`src/rtl/if_fetch_pkg.sv`:
```
// if_fetch_pkg: shared widths, defaults, state encodings and slot entry type for the fetch stage
package if_fetch_pkg;
   localparam int XLEN = 32;
   localparam logic [XLEN-1:0] INST_NOP = 32'h0000_0013;
   localparam logic [XLEN-1:0] RESET_PC_DEF = 32'h0000_0000;
   typedef enum logic [2:0] {
      FETCH_IDLE,
      FETCH_REQ,
      FETCH_WAIT,
      FETCH_DROP,
      FETCH_STALL
   } fetch_state_e;
   typedef struct packed {
      logic [XLEN-1:0] pc;
      logic [XLEN-1:0] inst;
      logic            err;
   } fetch_ent_t;
   function automatic logic [XLEN-1:0] word_align(input logic [XLEN-1:0] a);
      return a & ~32'h3;
   endfunction
endpackage

```
`src/rtl/if_fetch_if.sv`:
```
// if_fetch_if: instruction bus between the fetch stage (master) and memory (slave)
interface if_fetch_if;
   import if_fetch_pkg::*;
   logic            req;
   logic [XLEN-1:0] addr;
   logic            gnt;
   logic            rvalid;
   logic [XLEN-1:0] rdata;
   logic            err;
   modport master(output req, addr, input gnt, rvalid, rdata, err);
   modport slave(input req, addr, output gnt, rvalid, rdata, err);
endinterface

```
`src/rtl/if_fetch_skid_buf.sv`:
```
// if_fetch_skid_buf: one-entry {pc, inst, err} holding buffer for responses that find the slot occupied
module if_fetch_skid_buf
   import if_fetch_pkg::*;
(
   input  logic       clk,
   input  logic       rst_n,
   input  logic       push,
   input  logic       pop,
   input  logic       flush,
   input  fetch_ent_t din,
   output fetch_ent_t dout,
   output logic       full
);
   always_ff @(posedge clk) begin
      if (!rst_n || flush) full <= 1'b0;
      else if (push) full <= 1'b1;
      else if (pop) full <= 1'b0;
   end
   always_ff @(posedge clk) if (push) dout <= din;
endmodule

```
`src/rtl/if_fetch.sv`:
```
// if_fetch: PC owner issuing single-outstanding instruction reads into the IF/ID slot,
// with jump redirect, downstream hold, stale-response discard and a one-entry skid.
module if_fetch
   import if_fetch_pkg::*;
#(
   parameter logic [XLEN-1:0] RESET_PC = RESET_PC_DEF,
   parameter logic [XLEN-1:0] NOP_INST = INST_NOP
) (
   input  logic            clk,
   input  logic            rst_n,
   input  logic            jump_en,
   input  logic [XLEN-1:0] jump_addr,
   input  logic            hold,
   if_fetch_if.master      ibus,
   output logic [XLEN-1:0] if_pc,
   output logic [XLEN-1:0] if_inst,
   output logic            if_valid,
   output logic            if_err
);
   fetch_state_e    state, nxt;
   logic [XLEN-1:0] pc, pc_nxt;
   logic            consume, resp, push, pop, skid_full;
   fetch_ent_t      rsp, skid;
   assign consume = if_valid && !hold;
   assign resp    = state == FETCH_WAIT && ibus.rvalid && !jump_en;
   assign push    = resp && if_valid && !consume;
   assign pop     = consume && skid_full && !jump_en;
   assign pc_nxt  = jump_en ? word_align(jump_addr) : (state == FETCH_REQ && ibus.gnt) ? pc + 32'd4 : pc;
   // the address register still holds the granted address while waiting, so it tags the response
   assign rsp = '{pc: ibus.addr, inst: ibus.err ? NOP_INST : ibus.rdata, err: ibus.err};
   always_comb begin
      nxt = state;
      case (state)
         FETCH_IDLE:  nxt = FETCH_REQ;
         FETCH_REQ:   nxt = !ibus.gnt ? FETCH_REQ : jump_en ? FETCH_DROP : FETCH_WAIT;
         FETCH_WAIT:  nxt = ibus.rvalid ? (push ? FETCH_STALL : FETCH_REQ) : jump_en ? FETCH_DROP : FETCH_WAIT;
         FETCH_DROP:  nxt = ibus.rvalid ? FETCH_REQ : FETCH_DROP;
         FETCH_STALL: nxt = (jump_en || pop || !skid_full) ? FETCH_REQ : FETCH_STALL;
         default:     nxt = FETCH_IDLE;
      endcase
   end
   always_ff @(posedge clk) begin
      if (!rst_n) begin
         state     <= FETCH_IDLE;
         pc        <= RESET_PC;
         ibus.req  <= 1'b0;
         ibus.addr <= RESET_PC;
      end else begin
         state    <= nxt;
         pc       <= pc_nxt;
         ibus.req <= nxt == FETCH_REQ;
         if (nxt == FETCH_REQ) ibus.addr <= pc_nxt;
      end
   end
   always_ff @(posedge clk) begin
      if (!rst_n) begin
         if_pc    <= RESET_PC;
         if_inst  <= NOP_INST;
         if_valid <= 1'b0;
         if_err   <= 1'b0;
      end else if (jump_en) begin
         if_inst  <= NOP_INST;
         if_valid <= 1'b0;
         if_err   <= 1'b0;
      end else if (resp && (!if_valid || consume)) begin
         {if_pc, if_inst, if_err} <= rsp;
         if_valid <= 1'b1;
      end else if (pop) begin
         {if_pc, if_inst, if_err} <= skid;
         if_valid <= 1'b1;
      end else if (consume) begin
         if_inst  <= NOP_INST;
         if_valid <= 1'b0;
         if_err   <= 1'b0;
      end
   end
   if_fetch_skid_buf u_skid (
      .clk(clk),
      .rst_n(rst_n),
      .push(push),
      .pop(pop),
      .flush(jump_en),
      .din(rsp),
      .dout(skid),
      .full(skid_full)
   );
endmodule
```
`src/flat_wrapper.sv`:
```
// flat-port wrapper written by rule: the top's interface ports become plain ports
module if_fetch_flat import if_fetch_pkg::*;
#(
   parameter logic [XLEN-1:0] RESET_PC = RESET_PC_DEF,
   parameter logic [XLEN-1:0] NOP_INST = INST_NOP
)
  (clk, rst_n, jump_en, jump_addr, hold, if_pc, if_inst, if_valid, if_err, ibus_req, ibus_addr, ibus_gnt, ibus_rvalid, ibus_rdata, ibus_err);
  if_fetch_if ibus_i ();
  input  logic clk;
  input  logic rst_n;
  input  logic jump_en;
  input  logic [XLEN-1:0] jump_addr;
  input  logic hold;
  output logic [XLEN-1:0] if_pc;
  output logic [XLEN-1:0] if_inst;
  output logic if_valid;
  output logic if_err;
  output wire logic [$bits(ibus_i.req)-1:0] ibus_req;
  output wire logic [$bits(ibus_i.addr)-1:0] ibus_addr;
  input wire logic [$bits(ibus_i.gnt)-1:0] ibus_gnt;
  input wire logic [$bits(ibus_i.rvalid)-1:0] ibus_rvalid;
  input wire logic [$bits(ibus_i.rdata)-1:0] ibus_rdata;
  input wire logic [$bits(ibus_i.err)-1:0] ibus_err;
  assign ibus_req = ibus_i.req;
  assign ibus_addr = ibus_i.addr;
  assign ibus_i.gnt = ibus_gnt;
  assign ibus_i.rvalid = ibus_rvalid;
  assign ibus_i.rdata = ibus_rdata;
  assign ibus_i.err = ibus_err;
  if_fetch #(.RESET_PC(RESET_PC), .NOP_INST(NOP_INST)) u_core (.clk(clk), .rst_n(rst_n), .jump_en(jump_en), .jump_addr(jump_addr), .hold(hold), .ibus(ibus_i), .if_pc(if_pc), .if_inst(if_inst), .if_valid(if_valid), .if_err(if_err));
endmodule
```
`config.mk`:
```
export PLATFORM = sky130hd
export DESIGN_NAME = if_fetch_flat
export DESIGN_NICKNAME = d
export VERILOG_FILES = /design/src/rtl/if_fetch_pkg.sv /design/src/rtl/if_fetch_if.sv /design/src/rtl/if_fetch_skid_buf.sv /design/src/rtl/if_fetch.sv /design/src/flat_wrapper.sv
export SDC_FILE = /design/constraint.sdc
export NUM_CORES = 1
export LEC_CHECK = 0
export CORE_ASPECT_RATIO = 0.7
export CORE_MARGIN = 3
export CORE_UTILIZATION = 52
export CTS_CLUSTER_SIZE = 12
export DETAILED_ROUTE_END_ITERATION = 10
export GPL_TIMING_DRIVEN = 0
export PLACE_DENSITY = 0.81
export SLEW_MARGIN = 15
export SYNTH_ARGS = -nofsm -noshare
export SYNTH_HDL_FRONTEND = slang
export SYNTH_SLANG_ARGS = --single-unit
```
`constraint.sdc`:
```
create_clock -name clk -period 5.9 [get_ports clk]
set_input_delay 1.475 -clock clk [delete_from_list [all_inputs] [get_ports clk]]
set_output_delay 1.475 -clock clk [all_outputs]
set_load 0.02 [all_outputs]
```
==> impl_metrics.env, run 1 <==
export IMPL_die_x_um=159
export IMPL_grt_pass1_wl_mm=37.8
export IMPL_finalWeightedCongestion=0.952
export IMPL_syn_area_per_cell_um2=9.97
export IMPL_cts_buffers=17
export IMPL_seqPwrFrac=0.506
export IMPL_whs_ps=468
export IMPL_diodes=0
export IMPL_vias=7441
export IMPL_synth_cells=852
export IMPL_synth_area_mm2=0.00849
export IMPL_clock_latency_ps=430
export IMPL_post_drt_wl_per_cell_um=19.2
export IMPL_drv_cap=0
export IMPL_path_clk_slew_ps=70
export IMPL_finClkSkew_ps=9.71
export IMPL_leakagePower_nw=3.83
export IMPL_grt_pass1_vias=6787
export IMPL_grt_ovfl_total=0
export IMPL_rows=38
export IMPL_pre_cts_ws_ps=1490
export IMPL_ant_nets=0
export IMPL_r2r_slack_ps=2900
export IMPL_synth_simple_gate_area_frac=0.211
export IMPL_dp_hpwl_mm=17.9
export IMPL_layout_commonest_cell="clkdlybuf4s50_1"
export IMPL_vdd_drop_max_mv=0.179
export IMPL_synth_top_family_by_area="simple AND/OR/NAND/NOR gates"
export IMPL_pwr_density_cell_mw_per_mm2=269
export IMPL_grt_max_degree=26
export IMPL_endpoint_kind="flop"
export IMPL_ys_ff_latch=200
export IMPL_rr_worst_depth=5
export IMPL_setup_slack_ps=1800
export IMPL_final_cell_mix="clkdlybuf4s50_1, dfxtp_1, nand2_1, nor2_1, edfxtp_1"
export IMPL_slew_violations=0
export IMPL_max_freq_ghz=0.244
export IMPL_place_inst=1239
export IMPL_reg2reg_from="u_core.pc[10]$_SDFF_PN0_"
export IMPL_io_pins=170
export IMPL_relSlewSlack=0.217
export IMPL_postCtsSetupBuffers=0
export IMPL_dpl_cell_area_mm2=0.0105
export IMPL_crit_fanout=10
export IMPL_p_int_mw=2.20
export IMPL_drt_wl_total_mm=24.4
export IMPL_p_sw_frac=0.262
export IMPL_clockRootBuffer="clkbuf_16"
export IMPL_io_buffers=165
export IMPL_ys_warn_count=0
export IMPL_yosysSeqAreaShare=0.548
export IMPL_critical_path_class="input port to flop"
export IMPL_cts_sinks=200
export IMPL_p_clk_frac=0.393
export IMPL_synth_flop_cell="dfxtp_1"
export IMPL_fin_crit_sh=0.696
export IMPL_min_period_ps=4100
export IMPL_drive_above_1_share=0.0848
export IMPL_cts_path_max_buffers=2
export IMPL_dieArea_mm2=0.0179
export IMPL_drc=0
export IMPL_core_area_mm2=0.0157
export IMPL_cp_arrival_ps=4370
export IMPL_final_nets=1110
export IMPL_synth_async_reset_ratio=0
export IMPL_tightest_slew_ps=1140
export IMPL_synthAdderAreaFrac=0.00147
export IMPL_post_cts_resized=0
export IMPL_ctsHoldBuffers=0
export IMPL_antenna_found_initial=0
export IMPL_finalSetupTns_ps=0
export IMPL_cp_required_ps=6170
export IMPL_synth_compound_area_frac=0.127
export IMPL_n_fill_cell=1164
export IMPL_rsz0062_at_grt="false"
export IMPL_htree_levels=4
export IMPL_hold_start="u_core.if_inst[24]$_SDFFE_PP0P_"
export IMPL_synth_nets=924
export IMPL_reg2reg_to="u_core.ibus.addr[31]$_SDFFE_PN0N_"
export IMPL_syn2layout_area_growth_pct=30.4
export IMPL_detail_route_vias_per_cell=5.86
export IMPL_status="completed"
export IMPL_start_util=0.540
export IMPL_final_area_mm2=0.0111
export IMPL_hp_class="flop to flop"
export IMPL_drt_pass1_iterations=7
export IMPL_muxShareOfSynthArea=0.0464
export IMPL_hold_end="u_core.if_inst[24]$_SDFFE_PP0P_"
export IMPL_synth_cell_types=62
export IMPL_synth_xor_area_frac=0.00825
export IMPL_grt_usage=0.265
export IMPL_instances_no_fill=1270
export IMPL_combPwrFrac=0.102
export IMPL_p_sw_uw=781
export IMPL_hold_viol=0
export IMPL_drtIter0Drc=891
export IMPL_synth_edff_count=65
export IMPL_final_setup_viol_count=0
export IMPL_min_path_cells=2
export IMPL_cts_tree="done"
export IMPL_cp_start_kind="input port"
export IMPL_die_h_um=113
## how the worst max path moves through the flow
stage | startpoint | to | slack [ps] | cells after the start
CTS | ibus_gnt | u_core.ibus.addr[31]$_SDFFE_PN0N_ | 1920 | 7
detailed placement | ibus_gnt | u_core.ibus.addr[31]$_SDFFE_PN0N_ | 1490 | 7
finish | ibus_gnt | u_core.ibus.addr[31]$_SDFFE_PN0N_ | 1800 | 7
global placement | ibus_rvalid | u_core.u_skid.dout[62]$_DFFE_PP_ | -1330 | 4
floorplan | jump_en | u_core.u_skid.dout[0]$_DFFE_PP_ | 730 | 4
global route | ibus_gnt | u_core.ibus.addr[31]$_SDFFE_PN0N_ | 1780 | 7
## kinds of logic (layout without fill, tap and decap cells)
family,Yosys count,after routing
simple gates,350,350
flops,200,200
compound gates,156,156
buf+inv,98,296
mux,39,39
xor+xnor,8,8
fa+ha+maj,1,1
## cell usage after synthesis (all sizes together) (3+ instances only)
library cell | number | area share
xnor2 | 6 | 0.0062
mux2i | 36 | 0.042
inv | 7 | 0.0031
a211oi | 34 | 0.030
dfxtp | 135 | 0.32
or3b | 3 | 0.0031
edfxtp | 65 | 0.23
a311oi | 4 | 0.0049
o31a | 3 | 0.0031
buf | 47 | 0.036
o22ai | 4 | 0.0029
nand2b | 10 | 0.0074
nor2b | 40 | 0.029
o31ai | 12 | 0.011
mux2 | 3 | 0.0040
nor4 | 9 | 0.0091
a41o | 4 | 0.0047
clkbuf | 43 | 0.019
o21ai | 27 | 0.016
nor2 | 68 | 0.030
nand3b | 3 | 0.0027
a31oi | 33 | 0.024
nand4 | 10 | 0.0099
and4 | 6 | 0.0062
and2 | 5 | 0.0037
or2 | 5 | 0.0037
nand2 | 92 | 0.041
a21oi | 12 | 0.0071
nand3 | 61 | 0.036
a21o | 5 | 0.0044
nor3 | 12 | 0.0071
and3 | 15 | 0.011
## per-stage QoR
stage / util / power (mW)
3_3_place_gp: 0.662 / 1.83
4_1_cts: 0.704 / 2.98
6_report: 0.704 / 2.98
5_1_grt: 0.704 / 3.06
2_1_floorplan: - / 1.68
3_5_place_dp: 0.666 / 1.83
## state kept, by name (all words and copies together) (netlist names)
| register | cells |
|---|---|
| u_core.if_pc | 32 |
| u_core.pc | 32 |
| u_core.if_inst | 32 |
| u_core.if_valid | 1 |
| u_core.u_skid.full | 1 |
| u_core.ibus.req | 1 |
| u_core.state | 3 |
| u_core.ibus.addr | 32 |
| u_core.if_err | 1 |
| u_core.u_skid.dout | 65 |
## final cells by class
cell class,count,area [um^2],area share
flip-flops and latches,200,4650,0.420
multi-input cells,554,3350,0.303
repair buffers,167,1700,0.153
plain buffers,90,464,0.0419
clock buffers,18,450,0.0407
well taps,220,275,0.0249
clock inverters,13,149,0.0134
inverters,8,30.0,0.00271
## critical path: stages
cell and delay, ps:
clkdlybuf4s50_1 540, nand4bb_1 110, buf_2 190, nor4_2 740, a21oi_1 140, a2111oi_0 1010
o21ai_0 150
## power groups by stage
stage,clock (mW),sequential [mW],combinational [mW]
after CTS,1.17,1.50,0.298
after detailed placement,0,1.54,0.297
final,1.17,1.51,0.302
after global routing,1.23,1.51,0.322
after global placement,0,1.53,0.293
after floorplan,0,1.52,0.159
## layer usage
layer  share of wire  up-vias  track usage
met5               0        -            0
met4           0.015        0       0.0694
met3            0.10       29       0.0629
met2            0.41      398        0.369
met1            0.47     3583        0.411
li1                -     3431            -
Note: power is estimated with default switching activity, not from simulation.
==> run 2, diff against run 1 <==
--- a/config.mk
+++ b/config.mk
@@ -7,11 +7,11 @@
 export LEC_CHECK = 0
 export CORE_ASPECT_RATIO = 0.7
 export CORE_MARGIN = 3
-export CORE_UTILIZATION = 52
+export CORE_UTILIZATION = 47
 export CTS_CLUSTER_SIZE = 12
 export DETAILED_ROUTE_END_ITERATION = 10
 export GPL_TIMING_DRIVEN = 0
-export PLACE_DENSITY = 0.81
+export PLACE_DENSITY = 0.77
 export SLEW_MARGIN = 15
 export SYNTH_ARGS = -nofsm -noshare
 export SYNTH_HDL_FRONTEND = slang
==> constraint.sdc (replaced) <==
create_clock -name clk -period 3.45 [get_ports clk]
set_input_delay 0.8625 -clock clk [delete_from_list [all_inputs] [get_ports clk]]
set_output_delay 0.8625 -clock clk [all_outputs]
set_load 0.02 [all_outputs]
==> impl_metrics.env, run 2 (synthesized netlist as in run 1, its figures left out) <==
export IMPL_rows=40
export IMPL_tightest_slew_ps=1080
export IMPL_final_cell_mix="clkdlybuf4s50_1, dfxtp_1, nand2_1, nor2_1, edfxtp_1"
export IMPL_endpoint_kind="flop"
export IMPL_cts_tree="done"
export IMPL_post_cts_resized=0
export IMPL_start_util=0.488
export IMPL_rsz0062_at_grt="false"
export IMPL_cts_path_max_buffers=2
export IMPL_slew_violations=0
export IMPL_final_util=0.640
export IMPL_wirelength_met1_mm=11.5
export IMPL_cp_start_kind="input port"
export IMPL_syn2layout_area_growth_pct=31.1
export IMPL_max_stage_delay_ps=960
export IMPL_top_register="u_core.u_skid.dout"
export IMPL_grt_ovfl_total=0
export IMPL_dp_hpwl_mm=17.9
export IMPL_relSlewSlack=0.262
export IMPL_final_setup_viol_count=0
export IMPL_min_period_ps=3260
export IMPL_finClkSkew_ps=9.53
export IMPL_route_top_layer_used="met4"
export IMPL_critical_path_class="input port to flop"
export IMPL_diodes=0
export IMPL_cts_sinks=200
export IMPL_antenna_found_initial=0
export IMPL_detail_route_vias_per_cell=5.79
export IMPL_grt_pass1_vias=6881
export IMPL_vias=7427
export IMPL_die_x_um=167
export IMPL_drive_above_1_share=0.0856
export IMPL_finalSetupTns_ps=0
export IMPL_ctsHoldBuffers=0
export IMPL_met3WireLength_mm=2.25
export IMPL_drtIter0Drc=913
export IMPL_grt_max_degree=27
export IMPL_final_nets=1110
export IMPL_postCtsSetupBuffers=0
export IMPL_clock_latency_ps=450
export IMPL_leakagePower_nw=3.86
export IMPL_cts_buffers=17
export IMPL_drt_wl_total_mm=24.5
export IMPL_layout_commonest_cell="clkdlybuf4s50_1"
export IMPL_io_pins=170
export IMPL_drv_cap=0
export IMPL_crit_fanout=10
export IMPL_finalWeightedCongestion=0.928
export IMPL_post_drt_wl_per_cell_um=19.1
export IMPL_dieArea_mm2=0.0197
export IMPL_wl_met2_mm=10.4
export IMPL_cpMaxStageDelayCell="a2111oi_0"
export IMPL_hold_viol=0
export IMPL_die_h_um=118
export IMPL_io_buffers=165
export IMPL_cp_arrival_ps=3550
export IMPL_ant_nets=0
export IMPL_drt_pass1_iterations=5
export IMPL_hp_class="flop to flop"
export IMPL_htree_levels=4
export IMPL_drc=0
export IMPL_status="completed"
export IMPL_fin_crit_sh=0.946
export IMPL_pwr_density_cell_mw_per_mm2=473
export IMPL_grt_pass1_wl_mm=38.2
export IMPL_whs_ps=471
export IMPL_critical_path_cell_chain="clkdlybuf4s50_1 > nand4bb_1 > buf_2 > nor4_4 > a21oi_1 > a2111oi_0 > o21ai_0"
export IMPL_core_area_mm2=0.0174
export IMPL_path_clk_slew_ps=90
export IMPL_final_area_mm2=0.0111
export IMPL_grt_usage=0.244
export IMPL_vdd_drop_max_mv=0.305
export IMPL_dpl_cell_area_mm2=0.0105
export IMPL_clockRootBuffer="clkbuf_16"
export IMPL_n_fill_cell=1438
export IMPL_max_freq_ghz=0.307
export IMPL_cp_required_ps=3740
export IMPL_largest_reg_flops=65
run 2: changes by cell type in the layout (fill, tap and decap cells not counted), sizes merged:
cell and change:
inv +3, bufinv +2, clkinvlp -2, clkbuf -1, clkinv -1
run 2: layout make-up:
class                   instances  area [um^2]  area share
plain buffers                  90          464      0.0417
inverters                       8         30.0     0.00270
multi-input cells             554         3360       0.302
repair buffers                167         1690       0.152
clock inverters                15          221      0.0199
well taps                     231          289      0.0259
flip-flops and latches        200         4650       0.418
clock buffers                  17          425      0.0382
run 2: stage by stage:
step                cells  setup slack, ps  power [mW]
floorplan             852              700        2.87
global placement     1248             -400        3.12
detailed placement   1250             -419        3.13
CTS                  1282             70.3        5.26
global route         1282             98.4        5.41
finish               1282              187        5.27
run 2: report_power, final:
group	internal [mW]	switching (mW)	total (mW)
clock	1.14	1.04	2.17
combinational	0.251	0.267	0.519
sequential	2.49	0.0837	2.57
total	3.88	1.39	5.27
run 2: path summary, 6_finish.rpt:
check,startpoint,endpoint,slack [ps],depth (start not counted)
hold reg to reg,u_core.if_inst[6]$_SDFFE_PP0P_,u_core.if_inst[6]$_SDFFE_PP0P_,470,2
hold / removal,u_core.if_inst[6]$_SDFFE_PP0P_,u_core.if_inst[6]$_SDFFE_PP0P_,470,2
setup reg to reg,u_core.pc[10]$_SDFF_PN0_,u_core.ibus.addr[31]$_SDFFE_PN0N_,580,5
setup / recovery,ibus_gnt,u_core.ibus.addr[31]$_SDFFE_PN0N_,190,7
run 2: worst max-delay path, delay by kind of cell:
family,cells,cell delay (ps)
AO/OA/AOI/OAI,3,1280
buffers and inverters,2,730
AND/OR/NAND/NOR,2,680
run 2: layer usage:
metal | vias up | track usage
li1 | 3444 | -
met1 | 3558 | 0.370
met2 | 379 | 0.351
met3 | 46 | 0.0558
met4 | 0 | 0.0623
met5 | - | 0
==> run 3, diff against run 2 <==
--- a/config.mk
+++ b/config.mk
@@ -11,6 +11,7 @@
 export CTS_CLUSTER_SIZE = 12
 export DETAILED_ROUTE_END_ITERATION = 10
 export GPL_TIMING_DRIVEN = 0
+export MAX_ROUTING_LAYER = met4
 export PLACE_DENSITY = 0.77
 export SLEW_MARGIN = 15
 export SYNTH_ARGS = -nofsm -noshare
==> impl_metrics.env, run 3 (synthesized netlist as in run 1, its figures left out) <==
export IMPL_instances_no_fill=1282
export IMPL_diodes=0
export IMPL_r2r_slack_ps=620
export IMPL_max_freq_ghz=0.311
export IMPL_drt_wl_total_mm=24.5
export IMPL_io_buffers=165
export IMPL_drv_cap=0
export IMPL_dpl_cell_area_mm2=0.0105
export IMPL_syn2layout_area_growth_pct=31.1
export IMPL_fin_crit_sh=0.933
export IMPL_place_inst=1250
export IMPL_endpoint_kind="flop"
export IMPL_antenna_found_initial=0
export IMPL_clockRootBuffer="clkbuf_16"
export IMPL_rr_worst_depth=6
export IMPL_grt_util_met2=0.350
export IMPL_min_path_cells=2
export IMPL_vdd_drop_max_mv=0.307
export IMPL_slew_violations=0
export IMPL_final_cell_mix="clkdlybuf4s50_1, dfxtp_1, nand2_1, nor2_1, edfxtp_1"
export IMPL_ant_nets=0
export IMPL_detail_route_vias_per_cell=5.76
export IMPL_final_setup_viol_count=0
export IMPL_clock_latency_ps=440
export IMPL_finClkSkew_ps=11.2
export IMPL_cp_depth=8
export IMPL_layout_commonest_cell="clkdlybuf4s50_1"
export IMPL_leakagePower_nw=3.86
export IMPL_multi_input_area_mm2=0.00336
export IMPL_die_x_um=167
export IMPL_cts_path_max_buffers=2
export IMPL_path_clk_slew_ps=80
export IMPL_io_pins=170
export IMPL_ctsHoldBuffers=0
export IMPL_critical_path_cell_chain="clkbuf_1 > clkinv_1 > nand2b_1 > nand2b_1 > clkbuf_1 > buf_2 > buf_1 > a211oi_1"
export IMPL_gr_max_usage_layer="met1"
export IMPL_core_area_mm2=0.0174
export IMPL_dp_hpwl_mm=17.9
export IMPL_n_fill_cell=1438
export IMPL_grt_ovfl_total=0
export IMPL_rows=40
export IMPL_reg2reg_from="u_core.state[2]$_SDFF_PN0_"
export IMPL_crit_family="buffers and inverters"
export IMPL_critical_path_class="input port to flop"
export IMPL_status="completed"
export IMPL_grt_max_degree=27
export IMPL_hold_start="u_core.if_inst[6]$_SDFFE_PP0P_"
export IMPL_grt_usage=0.251
export IMPL_cp_required_ps=3750
export IMPL_cts_tree="done"
export IMPL_reg2reg_to="u_core.ibus.addr[18]$_SDFFE_PN0N_"
export IMPL_final_area_mm2=0.0111
export IMPL_tightest_slew_ps=1040
export IMPL_drtIter0Drc=929
export IMPL_cpMaxStageDelayCell="buf_1"
export IMPL_cp_start_kind="input port"
export IMPL_die_h_um=118
export IMPL_crit_fanout=10
export IMPL_max_stage_delay_ps=440
export IMPL_crit_start="jump_en"
export IMPL_finalWeightedCongestion=0.945
export IMPL_relSlewSlack=0.291
export IMPL_cts_buffers=17
export IMPL_rsz0062_at_grt="false"
export IMPL_grt_pass1_wl_mm=38.2
export IMPL_drt_pass1_iterations=5
export IMPL_cts_sinks=200
export IMPL_post_cts_resized=0
export IMPL_final_nets=1110
export IMPL_finalSetupTns_ps=0
export IMPL_cp_arrival_ps=3520
export IMPL_drc=0
export IMPL_seq_area_mm2=0.00465
export IMPL_hold_end="u_core.if_inst[6]$_SDFFE_PP0P_"
export IMPL_start_util=0.488
export IMPL_grt_pass1_vias=6876
export IMPL_vias=7385
export IMPL_use_met1=0.372
export IMPL_postCtsSetupBuffers=0
export IMPL_htree_levels=4
export IMPL_pwr_density_cell_mw_per_mm2=472
export IMPL_post_drt_wl_per_cell_um=19.1
export IMPL_grtUsageMet3=0.0552
export IMPL_dieArea_mm2=0.0197
export IMPL_drive_above_1_share=0.0856
export IMPL_hold_viol=0
export IMPL_min_period_ps=3220
export IMPL_hp_class="flop to flop"
export IMPL_largest_reg_flops=65
export IMPL_top_register="u_core.u_skid.dout"
export IMPL_critPathBufInv=5
[run 3: cell type report]
cell class	instances	area share
Inverter	8	0.00270
Timing Repair Buffer	167	0.152
Multi-Input combinational cell	554	0.302
Clock buffer	17	0.0382
Sequential cell	200	0.418
Tap cell	231	0.0259
Clock inverter	15	0.0199
Buffer	90	0.0417
[run 3: layer usage]
| layer | vias to the layer above | share of wire |
|---|---|---|
| met1 | 3538 | 0.47 |
| met4 | 0 | 0.014 |
| met2 | 362 | 0.42 |
| li1 | 3451 | - |
| met5 | - | 0 |
| met3 | 34 | 0.096 |
[run 3: stage by stage]
step,utilization,worst slack (ps),power [mW],hold WS [ps]
floorplan,-,700,2.87,446
global placement,0.600,-400,3.12,456
detailed placement,0.602,-419,3.13,462
CTS,0.639,70.3,5.26,474
global route,0.640,98.4,5.41,483
finish,0.640,233,5.26,471
[run 3: worst max path at each step]
stage                                        endpoint
floorplan             u_core.u_skid.dout[0]$_DFFE_PP_
global placement     u_core.u_skid.dout[61]$_DFFE_PP_
detailed placement  u_core.ibus.addr[31]$_SDFFE_PN0N_
CTS                 u_core.ibus.addr[31]$_SDFFE_PN0N_
global route            u_core.if_pc[23]$_SDFFE_PN0P_
finish                  u_core.if_pc[23]$_SDFFE_PN0P_
[run 3: power breakdown]
group          total, mW  switching [mW]  internal [mW]
logic              0.519           0.267          0.251
clock network       2.17            1.03           1.14
registers           2.57          0.0831           2.49
[run 3: worst min-delay path, delay by kind of cell (launching register included)]
family	cells	cell delay, ps
simple gates	1	50
flops	1	320
compound gates	1	60
